### src/rtl/ps2_pkg.sv
// Shared definitions for the PS/2 host transmitter and its line filters.
// Latency: n/a (types, constants and a frame-building helper only).
// Backpressure: n/a.
package ps2_pkg;

  // Transmitter FSM encoding
  localparam logic [2:0] ST_IDLE      = 3'd0;
  localparam logic [2:0] ST_INHIBIT   = 3'd1;
  localparam logic [2:0] ST_REQ       = 3'd2;
  localparam logic [2:0] ST_SHIFT     = 3'd3;
  localparam logic [2:0] ST_ACK       = 3'd4;
  localparam logic [2:0] ST_WAIT_IDLE = 3'd5;

  // Failure codes reported alongside err
  localparam logic [1:0] ERR_NACK    = 2'b01;
  localparam logic [1:0] ERR_TIMEOUT = 2'b10;

  // Bits shifted after the start bit: 8 data, parity, stop
  localparam int FRAME_BITS = 10;

  typedef logic [FRAME_BITS-1:0] frame_t;

  // Frame as shifted LSB first: data byte, odd parity, stop bit
  function automatic frame_t make_frame(input logic [7:0] data);
    return {1'b1, ~^data, data};
  endfunction

endpackage

### src/rtl/ps2_line_filter.sv
// Synchronizes one raw PS/2 pin and accepts a level only after FILTER_LEN stable samples.
// Latency: filtered level follows the pin 2+FILTER_LEN cycles later; fall fires the cycle before line_filt drops.
// Backpressure: none; free-running, shorter pulses are discarded.
module ps2_line_filter #(
  parameter int FILTER_LEN = 8
) (
  input  logic clk,
  input  logic rst,
  input  logic line_raw,
  output logic line_filt,
  output logic fall
);

  localparam int CW = (FILTER_LEN > 1) ? $clog2(FILTER_LEN) : 1;

  logic          sync_a;
  logic          sync_b;
  logic [CW-1:0] stable_cnt;
  logic          settle;

  // The new level has been seen for FILTER_LEN consecutive samples
  assign settle = (sync_b != line_filt) && (stable_cnt == CW'(FILTER_LEN - 1));
  // Registered consumers act on the same edge that line_filt flips to 0
  assign fall   = settle && line_filt;

  // Two-flop synchronizer followed by the stability counter; idle bus level is 1
  always_ff @(posedge clk) begin
    if (rst) begin
      sync_a     <= 1'b1;
      sync_b     <= 1'b1;
      line_filt  <= 1'b1;
      stable_cnt <= '0;
    end else begin
      sync_a <= line_raw;
      sync_b <= sync_a;
      if (sync_b == line_filt) begin
        stable_cnt <= '0;
      end else if (settle) begin
        line_filt  <= sync_b;
        stable_cnt <= '0;
      end else begin
        stable_cnt <= stable_cnt + 1'b1;
      end
    end
  end

endmodule

### src/rtl/ps2_host_tx.sv
// PS/2 host-to-device transmitter: inhibit, request-to-send, device-clocked shift, ACK check.
// Latency: INHIBIT_CYC+1 cycles to start bit, then paced by device clock; done/err one cycle after the deciding event.
// Backpressure: tx_ready only in IDLE, no queueing; build option PS2_HOST_TX_RETRY_EN retries a failed frame twice.
module ps2_host_tx
  import ps2_pkg::*;
#(
  parameter int INHIBIT_CYC = 12000,
  parameter int TIMEOUT_CYC = 2000000,
  parameter int FILTER_LEN  = 8
) (
  input  logic       clk,
  input  logic       rst,
  input  logic [7:0] tx_data,
  input  logic       tx_valid,
  output logic       tx_ready,
  input  logic       ps2_clk_in,
  input  logic       ps2_data_in,
  output logic       ps2_clk_oe,
  output logic       ps2_data_oe,
  output logic       busy,
  output logic       done,
  output logic       err,
  output logic [1:0] err_code
);

  localparam int CNT_MAX = (INHIBIT_CYC > TIMEOUT_CYC) ? INHIBIT_CYC : TIMEOUT_CYC;
  localparam int CNT_W   = $clog2(CNT_MAX + 1);

  logic [2:0]       state;
  frame_t           frame;
  logic [3:0]       bit_cnt;
  logic [CNT_W-1:0] cnt;
  logic             data_oe_r;

  logic clk_filt;
  logic clk_fall;
  logic data_filt;
  logic data_fall_unused;  // data edges carry no meaning for the transmitter

  logic       in_dev;
  logic       line_idle;
  logic       progress;
  logic       fail_tmo;
  logic       fail_nack;
  logic       fail;
  logic [1:0] fail_code;

`ifdef PS2_HOST_TX_RETRY_EN
  logic [1:0] retry_cnt;
`endif

  ps2_line_filter #(.FILTER_LEN(FILTER_LEN)) u_clk_filter (
    .clk       (clk),
    .rst       (rst),
    .line_raw  (ps2_clk_in),
    .line_filt (clk_filt),
    .fall      (clk_fall)
  );

  ps2_line_filter #(.FILTER_LEN(FILTER_LEN)) u_data_filter (
    .clk       (clk),
    .rst       (rst),
    .line_raw  (ps2_data_in),
    .line_filt (data_filt),
    .fall      (data_fall_unused)
  );

  // Failure detection: device NACK, or device went silent while it owns the clock
  always_comb begin
    in_dev    = (state == ST_SHIFT) || (state == ST_ACK) || (state == ST_WAIT_IDLE);
    line_idle = clk_filt && data_filt;
    progress  = clk_fall || ((state == ST_WAIT_IDLE) && line_idle);
    fail_tmo  = in_dev && !progress && (cnt == CNT_W'(TIMEOUT_CYC - 1));
    fail_nack = (state == ST_ACK) && clk_fall && data_filt;
    fail      = fail_tmo || fail_nack;
    fail_code = fail_nack ? ERR_NACK : ERR_TIMEOUT;
  end

  // Main sequencer: frame capture, bit shifting, timeout counting and result pulses
  always_ff @(posedge clk) begin
    done <= 1'b0;
    err  <= 1'b0;
    if (rst) begin
      state     <= ST_IDLE;
      frame     <= '0;
      bit_cnt   <= '0;
      cnt       <= '0;
      data_oe_r <= 1'b0;
      err_code  <= 2'b00;
`ifdef PS2_HOST_TX_RETRY_EN
      retry_cnt <= 2'd0;
`endif
    end else if (fail) begin
`ifdef PS2_HOST_TX_RETRY_EN
      if (retry_cnt != 2'd2) begin
        // Same byte again from the inhibit phase; frame register is untouched
        retry_cnt <= retry_cnt + 2'd1;
        state     <= ST_INHIBIT;
        cnt       <= '0;
        bit_cnt   <= '0;
        data_oe_r <= 1'b0;
      end else begin
        state     <= ST_IDLE;
        data_oe_r <= 1'b0;
        err       <= 1'b1;
        err_code  <= fail_code;
      end
`else
      state     <= ST_IDLE;
      data_oe_r <= 1'b0;
      err       <= 1'b1;
      err_code  <= fail_code;
`endif
    end else begin
      case (state)
        ST_IDLE: begin
          if (tx_valid) begin
            frame   <= make_frame(tx_data);
            state   <= ST_INHIBIT;
            cnt     <= '0;
            bit_cnt <= '0;
`ifdef PS2_HOST_TX_RETRY_EN
            retry_cnt <= 2'd0;
`endif
          end
        end
        ST_INHIBIT: begin
          if (cnt == CNT_W'(INHIBIT_CYC - 1)) begin
            state <= ST_REQ;
            cnt   <= '0;
          end else begin
            cnt <= cnt + 1'b1;
          end
        end
        ST_REQ: begin
          // Start bit stays asserted after the clock is released
          state     <= ST_SHIFT;
          data_oe_r <= 1'b1;
          cnt       <= '0;
        end
        ST_SHIFT: begin
          if (clk_fall) begin
            data_oe_r <= ~frame[bit_cnt];
            cnt       <= '0;
            if (bit_cnt == 4'(FRAME_BITS - 1)) begin
              state   <= ST_ACK;
              bit_cnt <= '0;
            end else begin
              bit_cnt <= bit_cnt + 4'd1;
            end
          end else begin
            cnt <= cnt + 1'b1;
          end
        end
        ST_ACK: begin
          // A high data line here is caught as NACK by the failure logic
          if (clk_fall) begin
            state <= ST_WAIT_IDLE;
            cnt   <= '0;
          end else begin
            cnt <= cnt + 1'b1;
          end
        end
        ST_WAIT_IDLE: begin
          if (line_idle) begin
            done  <= 1'b1;
            state <= ST_IDLE;
          end else begin
            cnt <= cnt + 1'b1;
          end
        end
        default: state <= ST_IDLE;
      endcase
    end
  end

  assign tx_ready    = (state == ST_IDLE);
  assign busy        = (state != ST_IDLE);
  assign ps2_clk_oe  = (state == ST_INHIBIT) || (state == ST_REQ);
  assign ps2_data_oe = (state == ST_REQ) || ((state == ST_SHIFT) && data_oe_r);

endmodule

### config.mk
export PLATFORM = sky130hd
export DESIGN_NAME = ps2_host_tx
export DESIGN_NICKNAME = d
export VERILOG_FILES = /design/src/rtl/ps2_pkg.sv /design/src/rtl/ps2_line_filter.sv /design/src/rtl/ps2_host_tx.sv
export SDC_FILE = /design/constraint.sdc
export NUM_CORES = 1
export LEC_CHECK = 0
export ABC_CLOCK_PERIOD_IN_PS = 3350
export CORE_MARGIN = 2
export CORE_UTILIZATION = 50
export CTS_CLUSTER_SIZE = 30
export DETAILED_ROUTE_END_ITERATION = 7
export GPL_TIMING_DRIVEN = 1
export HOLD_SLACK_MARGIN = 0.1
export PLACE_DENSITY_LB_ADDON = 0.25
export SLEW_MARGIN = 15
export SYNTH_ARGS = -nofsm -noshare
export SYNTH_HDL_FRONTEND = slang
export SYNTH_SLANG_ARGS = --single-unit
### constraint.sdc
create_clock -name clk -period 3.35 [get_ports clk]
set_clock_uncertainty 0.2 [all_clocks]
set_input_delay 0.8375 -clock clk [delete_from_list [all_inputs] [get_ports clk]]
set_output_delay 0.8375 -clock clk [all_outputs]
set_load 0.03 [all_outputs]
==> summary.txt, run 1 <==
Outcome
  • Outcome: complete, no violations

Route
  • Post-route DRC: 0
  • Drt total wl: 5640 um
  • Met3 WL: 219 um
  • Vias: 2414
  • Vias per cell: 5.71
  • Wl on met1: 2720 um
  • DR WL met2: 2620 um
  • Highest routed layer: met4
  • Pre-Repair DR Iteration Count: 5
  • DR iter-0 viols: 173
  • Post-route ant nets: 0
  • Avg WL per Cell: 13.3 um

Global routing
  • First-pass GRT wire length: 10200 um
  • Initial antenna violation count: 0
  • Vias in the first global route: 2296
  • Total GRT Usage: 20.6%
  • GRT overflow: 0
  • Largest net degree at the start of global routing: 21

Setup path
  • Crit path DAT: 3.16 ns
  • Worst Setup End Kind: flop
  • Worst reg2reg path endpoint: cnt[15]$_SDFFE_PP0P_
  • Reg-to-reg startpoint: u_clk_filter.stable_cnt[0]$_SDFF_PP0_
  • Worst Path Required: 3.39 ns
  • CP Max Fanout: 9
  • Reg2reg path depth: 9
  • Startpoint types: flop
  • Crit Path Class: reg2reg
  • R2r setup slk: 0.23 ns

STA
  • Total negative setup slack: 0 ns
  • Hold WS: 0.216 ns
  • Setup ws final: 0.234 ns
  • RSZ-0062 raised after global routing: false
  • Max-Slew Margin vs Limit: 24.4%
  • Tmin final: 3.12 ns
  • Tcrit/Tclk final: 93.0%
  • Maximum clock rate: 321 MHz
  • # setup viols final: 0
  • Final Slew Violations: 0
  • Worst slew pin tran: 1.13 ns
  • Hold violation total from the final report: 0

Clock network
  • Worst-path clk slew: 0.09 ns
  • CTS Root Cell: clkbuf_8
  • Resized Gates After CTS: 0
  • Cts bufs inserted: 5
  • H-tree depth: 2
  • CTS tree: done
  • Post-CTS Setup Bufs: 0
  • Longest Clk Path Bufs: 2
  • Post-CTS Hold Fix Bufs: 0
  • Worst skew pair latency: 0.31 ns
  • Sink Count: 55

Yosys
  • Flop and latch count out of synthesis: 55
  • Most frequently used flop master after synthesis: dfxtp_1
  • Count of cell types in the netlist: 49
  • Post-synth EDFFs: 0
  • Syn Inst Count: 333
  • Area share of the largest cell type after synthesis: 40.5%
  • Ys async rst share: 0%
  • Syn Area/Cell: 8.17 um2
  • Most numerous cell in the Yosys netlist: dfxtp_1
  • Seq/Total Area, Yosys: 40.5%
  • Syn nets: 353
  • Post-synth top cells: dfxtp_1 (55), nand2_1 (40), a21oi_1 (32)
  • Synthesized cell area: 2720 um2
  • Yosys top cell by area: dfxtp_1
  • Synth area leaders: dfxtp_1 (40%), a21oi_1 (5.9%), nand2_1 (5.5%)
  • Yosys warns: 0

Power and ir drop
  • Pwr per Cell Area: 559 nW/um2
  • Combinational cell fraction of total power: 28.2%
  • Clock power frac: 29.1%
  • Power Total: 1.75 mW
  • Worst vdd ir: 0.000460 V
  • Psw: 0.552 mW
  • Lkg Pwr: 1.09 nW
  • Switching Share: 31.5%
  • Internal: 1.20 mW
  • Register share of total power: 42.7%

Hold path
  • Hold EP: u_clk_filter.sync_b$_SDFF_PP1_
  • HP Class: reg2reg
  • Hold Crit Start: u_clk_filter.sync_a$_SDFF_PP1_
  • WHS Path Cells: 1

Layout
  • Total Nets Final: 372
  • Synthesis-to-layout area growth: 14.9%
  • Design area: 3130 um2
  • FILL cells: 490
  • Ant diodes: 0
  • Ratio of cells with drive above 1 in the final layout: 6.80%

Place
  • Post-DP HPWL: 4120 um
  • Port bufs: 20
  • Post-DP Area: 3000 um2
  • Worst Setup Slack post-DPL: 0.250 ns
  • RD Place Congestion: 0.890

Die
  • Die W: 77.8 um
  • Row count: 26
  • IO Pins: 21
  • Total die area: 6050 um2
  • Starting Density: 52.6%
  • Core area: 5170 um2
  • Die Y: 77.8 um

Job
  • Total of max-cap violations: 0
critical path, cell delays in order (launching register included):
cell	delay (ns)
dfxtp_1	0.32
ha_1	0.20
ha_1	0.24
and3b_1	0.23
or4_1	0.52
a2111o_1	0.51
a21oi_2	0.35
buf_4	0.24
a21oi_1	0.05
o21ai_0	0.19
kinds of logic (layout without fill, tap and decap cells):
| family | after synthesis | after routing | synth area share [%] |
|---|---|---|---|
| AO/OA/AOI/OAI | 81 | 81 | 17.9 |
| XOR/XNOR | 10 | 10 | 3.22 |
| adder cells (fa/ha/maj) | 7 | 7 | 3.22 |
| buffers and inverters | 32 | 52 | 4.64 |
| flip-flops | 55 | 55 | 40.5 |
| multiplexers | 7 | 7 | 3.54 |
| AND/OR/NAND/NOR | 141 | 141 | 27.0 |
area by class of cell:
cell class | instances | area, um2 | share of cell area, %
Sequential cell | 55 | 1100 | 35.2
Tap cell | 70 | 87.6 | 2.80
Clock inverter | 2 | 60.1 | 1.92
Inverter | 18 | 67.6 | 2.16
Timing Repair Buffer | 26 | 245 | 7.84
Clock buffer | 6 | 72.6 | 2.32
Multi-Input combinational cell | 246 | 1490 | 47.8
sequential cells by signal (all words and copies together), names as in the netlist, 2 cells and up:
register,flops
bit_cnt,4
u_data_filter.stable_cnt,3
frame,10
state,3
err_code,2
u_clk_filter.stable_cnt,3
cnt,21
per-layer routing:
metal  GRT usage, %  up-vias
li1               -     1229
met4           7.68        0
met5              0        -
met2           33.1       48
met3           3.49        7
met1           27.7     1130
per-stage QoR:
step / std cells / utilization (%)
after CTS: 423 / 60.5
after detailed placement: 415 / 57.9
after floorplan: 333 / -
final: 423 / 60.5
after global routing: 423 / 60.5
after global placement: 415 / 57.9
power by group through the flow:
stage / clock network, mW / registers [mW] / logic [mW]
detailed placement: 0 / 0.762 / 0.490
floorplan: 0 / 0.733 / 0.372
global placement: 0 / 0.762 / 0.482
global route: 0.544 / 0.758 / 0.544
CTS: 0.522 / 0.747 / 0.494
finish: 0.509 / 0.747 / 0.493
placed cells by master, fill, tap and decap left out, types with 7 or more instances in the layout:
cell,count
dfxtp_1,55
nand2_1,40
a21oi_1,32
nand3_1,20
clkdlybuf4s50_1,20
o21ai_0,19
inv_1,18
nor2_1,16
or3_1,13
xnor2_1,10
nand4_1,7
ha_1,7
worst max path at each step:
stage,endpoint,from,cells past startpoint
floorplan,cnt[8]$_SDFFE_PP0P_,u_clk_filter.stable_cnt[0]$_SDFF_PP0_,9
global placement,cnt[15]$_SDFFE_PP0P_,u_clk_filter.stable_cnt[0]$_SDFF_PP0_,9
detailed placement,cnt[16]$_SDFFE_PP0P_,u_clk_filter.stable_cnt[0]$_SDFF_PP0_,9
CTS,cnt[15]$_SDFFE_PP0P_,u_clk_filter.stable_cnt[0]$_SDFF_PP0_,9
global route,cnt[15]$_SDFFE_PP0P_,u_clk_filter.stable_cnt[0]$_SDFF_PP0_,9
finish,cnt[15]$_SDFFE_PP0P_,u_clk_filter.stable_cnt[0]$_SDFF_PP0_,9
Power figures use the tool's default switching activity.
==> run 2, diff against run 1 <==
- CAP_MARGIN: unset -> 20
==> summary.txt, run 2 (synthesis gave the netlist of run 1 again) <==
Outcome
  • Outcome: complete, no violations

Die
  • Total die area: 6050 um2
  • Die Y: 77.8 um
  • Die W: 77.8 um
  • Core area: 5170 um2
  • Starting Density: 52.6%
  • Row count: 26
  • IO Pins: 21

STA
  • Tcrit/Tclk final: 91.8%
  • Total negative setup slack: 0 ns
  • Hold WS: 0.216 ns
  • Final Slew Violations: 0
  • Tmin final: 3.08 ns
  • RSZ-0062 raised after global routing: false
  • Worst slew pin tran: 0.528 ns
  • Maximum clock rate: 325 MHz
  • Max-Slew Margin vs Limit: 64.8%
  • Hold violation total from the final report: 0
  • # setup viols final: 0

Clock network
  • Sink Count: 55
  • Resized Gates After CTS: 0
  • Worst-path clk slew: 0.09 ns
  • CTS Root Cell: clkbuf_8
  • H-tree depth: 2
  • Post-CTS Setup Bufs: 0
  • Cts bufs inserted: 5
  • Longest Clk Path Bufs: 2
  • Post-CTS Hold Fix Bufs: 0
  • Worst skew pair latency: 0.31 ns
  • CTS tree: done

Global routing
  • GRT overflow: 0
  • Total GRT Usage: 20.6%
  • Vias in the first global route: 2296
  • Largest net degree at the start of global routing: 21
  • First-pass GRT wire length: 10200 um
  • Initial antenna violation count: 0

Setup path
  • Crit path DAT: 3.12 ns
  • Crit Path Class: reg2reg
  • CP Max Fanout: 9
  • Startpoint types: flop
  • Worst Setup End Kind: flop
  • Worst Path Required: 3.40 ns
  • Worst setup startpoint: u_clk_filter.stable_cnt[0]$_SDFF_PP0_
  • Reg-to-reg startpoint: u_clk_filter.stable_cnt[0]$_SDFF_PP0_

Job
  • Total of max-cap violations: 0

Place
  • Placed cells: 415
  • RD Place Congestion: 0.890
  • Port bufs: 20
  • Post-DP HPWL: 4120 um

Layout
  • Commonest non-fill, non-tap cell in the layout: dfxtp_1
  • Ant diodes: 0
  • Non-Filler Instances: 424
  • Biggest regs: cnt (21), frame (10), bit_cnt (4)
  • Ratio of cells with drive above 1 in the final layout: 7.06%
  • Synthesis-to-layout area growth: 15.2%
  • Total Nets Final: 373
  • Largest register by flop count: cnt
  • FILL cells: 489
  • Max FFs per register: 21
  • Most frequent cells in the layout: dfxtp_1 (55), nand2_1 (40), a21oi_1 (32)

Route
  • Post-route ant nets: 0
  • Vias per cell: 5.72
  • Avg WL per Cell: 13.4 um
  • DR iter-0 viols: 154
  • Pre-Repair DR Iteration Count: 5
  • Post-route DRC: 0
  • Drt total wl: 5690 um
  • Vias: 2426

Power and ir drop
  • Lkg Pwr: 1.10 nW
  • Worst vdd ir: 0.000460 V
  • Pwr per Cell Area: 560 nW/um2

Hold path
  • HP Class: reg2reg
  • Hold Crit Start: u_clk_filter.sync_a$_SDFF_PP1_
-- run 2: area by class of cell --
| type | count | area (um2) | share of cell area, % |
|---|---|---|---|
| Clock buffer | 6 | 72.6 | 2.31 |
| Clock inverter | 2 | 60.1 | 1.92 |
| Sequential cell | 55 | 1100 | 35.1 |
| Timing Repair Buffer | 27 | 253 | 8.06 |
| Tap cell | 70 | 87.6 | 2.79 |
| Inverter | 18 | 67.6 | 2.15 |
| Multi-Input combinational cell | 246 | 1490 | 47.6 |
-- run 2: power by group --
part           switching, mW  internal (mW)
registers             0.0498          0.698
clock network          0.212          0.299
logic                  0.292          0.205
total                  0.553           1.20
-- run 2: final timing paths --
kind                                          to  slack (ns)  cells past startpoint
hold / removal    u_clk_filter.sync_b$_SDFF_PP1_        0.22                      1
setup / recovery            cnt[15]$_SDFFE_PP0P_        0.27                      9
hold reg to reg   u_clk_filter.sync_b$_SDFF_PP1_        0.22                      1
setup reg to reg            cnt[15]$_SDFFE_PP0P_        0.27                      9
-- run 2: metal layers --
metal | share of wire (%) | GRT usage [%]
met5 | 0 | 0
met4 | 1.4 | 7.68
met3 | 4.1 | 3.49
met2 | 47 | 33.1
met1 | 47 | 27.7
-- run 2: critical path, cell delays in order (launching register included) --
cell,delay [ns]
dfxtp_1,0.32
ha_1,0.20
ha_1,0.24
and3b_1,0.23
or4_1,0.52
a2111o_1,0.51
a21oi_2,0.36
buf_4,0.24
a21oi_1,0.05
o21ai_0,0.14
-- run 2: through the flow --
step           utilization (%)  instance area [um2]  total power [mW]  setup WS (ns)
2_1_floorplan                -                 2720              1.10          0.617
3_3_place_gp              57.9                 3000              1.24          0.367
3_5_place_dp              57.9                 3000              1.25          0.250
4_1_cts                   60.5                 3130              1.76          0.237
5_1_grt                   60.6                 3140              1.85         0.0591
6_report                  60.6                 3140              1.75          0.275
==> run 3, diff against run 2 <==
- CORE_ASPECT_RATIO: unset -> 0.5
- CORE_UTILIZATION: 50 -> 35
==> summary.txt, run 3 (synthesis gave the netlist of run 1 again) <==
Hold path
  • Hold EP: u_data_filter.sync_b$_SDFF_PP1_
  • Hold Crit Start: u_data_filter.sync_a$_SDFF_PP1_
  • HP Class: reg2reg
  • WHS Path Cells: 1

STA
  • # setup viols final: 0
  • Setup ws final: 0.210 ns
  • Hold violation total from the final report: 0
  • Hold WS: 0.220 ns
  • Worst slew pin tran: 0.585 ns
  • Maximum clock rate: 318 MHz
  • Total negative setup slack: 0 ns
  • Final Slew Violations: 0
  • Max-Slew Margin vs Limit: 61.0%
  • Tcrit/Tclk final: 93.7%
  • RSZ-0062 raised after global routing: false
  • Tmin final: 3.14 ns

Clock network
  • Sink Count: 55
  • Longest Clk Path Bufs: 2
  • Cts bufs inserted: 5
  • Post-CTS Setup Bufs: 0
  • CTS tree: done
  • CTS Root Cell: clkbuf_16
  • Worst skew pair latency: 0.30 ns
  • H-tree depth: 2
  • Worst-path clk slew: 0.08 ns

Global routing
  • First-pass GRT wire length: 10200 um
  • Total GRT Usage: 15.0%
  • Largest net degree at the start of global routing: 27
  • Initial antenna violation count: 0
  • Vias in the first global route: 2177
  • GRT overflow: 0

Layout
  • Most frequent cells in the layout: dfxtp_1 (55), nand2_1 (40), a21oi_1 (32)
  • Synthesis-to-layout area growth: 17.7%
  • Max FFs per register: 21
  • Largest register by flop count: cnt
  • Ratio of cells with drive above 1 in the final layout: 6.82%
  • Total Nets Final: 371
  • Commonest non-fill, non-tap cell in the layout: dfxtp_1
  • Biggest regs: cnt (21), frame (10), bit_cnt (4)
  • Design area: 3200 um2
  • Ant diodes: 0

Place
  • Worst Setup Slack post-DPL: 0.0986 ns
  • RD Place Congestion: 0.802
  • Port bufs: 20
  • Post-DP Area: 3010 um2
  • Post-DP HPWL: 4320 um

Setup path
  • Crit path DAT: 3.16 ns
  • Worst reg2reg path endpoint: cnt[5]$_SDFFE_PP0P_
  • Worst Setup End Kind: flop
  • Worst Path Required: 3.37 ns
  • Reg2reg path depth: 9
  • R2r setup slk: 0.21 ns
  • Reg-to-reg startpoint: u_clk_filter.stable_cnt[0]$_SDFF_PP0_
  • Crit Path Class: reg2reg
  • Startpoint types: flop
  • CP Max Fanout: 13

Route
  • Pre-Repair DR Iteration Count: 4
  • Vias per cell: 5.30
  • Avg WL per Cell: 13.3 um
  • Vias: 2375
  • DR iter-0 viols: 189
  • Post-route DRC: 0
  • Post-route ant nets: 0
  • Drt total wl: 5970 um

Die
  • Core area: 7430 um2
  • Die Y: 66.4 um
  • Die W: 129 um
  • Starting Density: 36.6%
  • Total die area: 8540 um2
  • Row count: 22
  • IO Pins: 21

Power and ir drop
  • Power Total: 1.87 mW
  • Worst vdd ir: 0.000326 V
  • Pwr per Cell Area: 582 nW/um2
  • Lkg Pwr: 1.11 nW

Job
  • Total of max-cap violations: 0

Outcome
  • Outcome: complete, no violations
[run 3: changes by cell type in the layout (fill, tap and decap cells not counted)]
cell | before | now
clkbuf_16 | 0 | 5
inv_8 | 0 | 1
clkbuf_1 | 1 | 0
inv_6 | 0 | 1
clkbuf_8 | 5 | 0
a21oi_4 | 0 | 1
buf_4 | 7 | 5
bufinv_16 | 2 | 1
a21oi_2 | 1 | 0
[run 3: critical path: stages, from the launching register on]
cell and delay [ns]:
dfxtp_1 0.32, ha_1 0.19, ha_1 0.23, and3b_1 0.23, or4_1 0.52, a2111o_1 0.53, a21oi_4 0.39, buf_4 0.23
a21oi_1 0.04, o21ai_0 0.18
[run 3: routing by layer]
layer / routed length [um] / vias to the layer above / part of all wire [%] / GRT usage, %
met3: 226 / 2 / 3.8 / 3.88
met4: 29 / 0 / 0.49 / 4.21
met1: 2930 / 1119 / 49 / 19.4
li1: - / 1213 / - / -
met2: 2780 / 41 / 47 / 24.9
met5: 0 / - / 0 / 0
[run 3: report_power, final]
group          internal (mW)  switching (mW)  leakage, nW
logic                  0.202           0.295        0.578
registers              0.698          0.0502        0.446
clock network          0.361           0.259       0.0863
total                   1.26           0.604         1.11
[run 3: timing repair]
item / 4_1_cts / 5_1_grt
hold buffers: 0 / 0
hold endpoints to repair: 0 / 0
resized for setup: 0 / 1
endpoints found under the setup margin: 0 / 10
[run 3: how the worst max path moves through the flow]
stage                                     startpoint                   end  slack (ns)  cells past startpoint
4_1_cts        u_clk_filter.stable_cnt[0]$_SDFF_PP0_   cnt[4]$_SDFFE_PP0P_        0.09                      9
6_report       u_clk_filter.stable_cnt[0]$_SDFF_PP0_   cnt[5]$_SDFFE_PP0P_        0.21                      9
5_1_grt        u_clk_filter.stable_cnt[0]$_SDFF_PP0_  cnt[12]$_SDFFE_PP0P_        0.05                      9
2_1_floorplan  u_clk_filter.stable_cnt[0]$_SDFF_PP0_   cnt[8]$_SDFFE_PP0P_        0.62                      9
3_3_place_gp   u_clk_filter.stable_cnt[0]$_SDFF_PP0_   cnt[5]$_SDFFE_PP0P_        0.20                      9
3_5_place_dp   u_clk_filter.stable_cnt[0]$_SDFF_PP0_   cnt[5]$_SDFFE_PP0P_         0.1                      9
[run 3: final cells by class]
| class | count | area (um2) |
|---|---|---|
| clock buffers | 5 | 125 |
| clock inverters | 3 | 50.0 |
| fillers | 752 | 4230 |
| inverters | 18 | 67.6 |
| multi-input cells | 246 | 1500 |
| flip-flops and latches | 55 | 1100 |
| well taps | 96 | 120 |
| repair buffers | 25 | 238 |
[run 3: metrics by stage]
| step | instances | util, % |
|---|---|---|
| after floorplan | 333 | - |
| after global placement | 439 | 40.5 |
| after detailed placement | 439 | 40.5 |
| after CTS | 447 | 42.9 |
| after global routing | 448 | 43.1 |
| final | 448 | 43.1 |
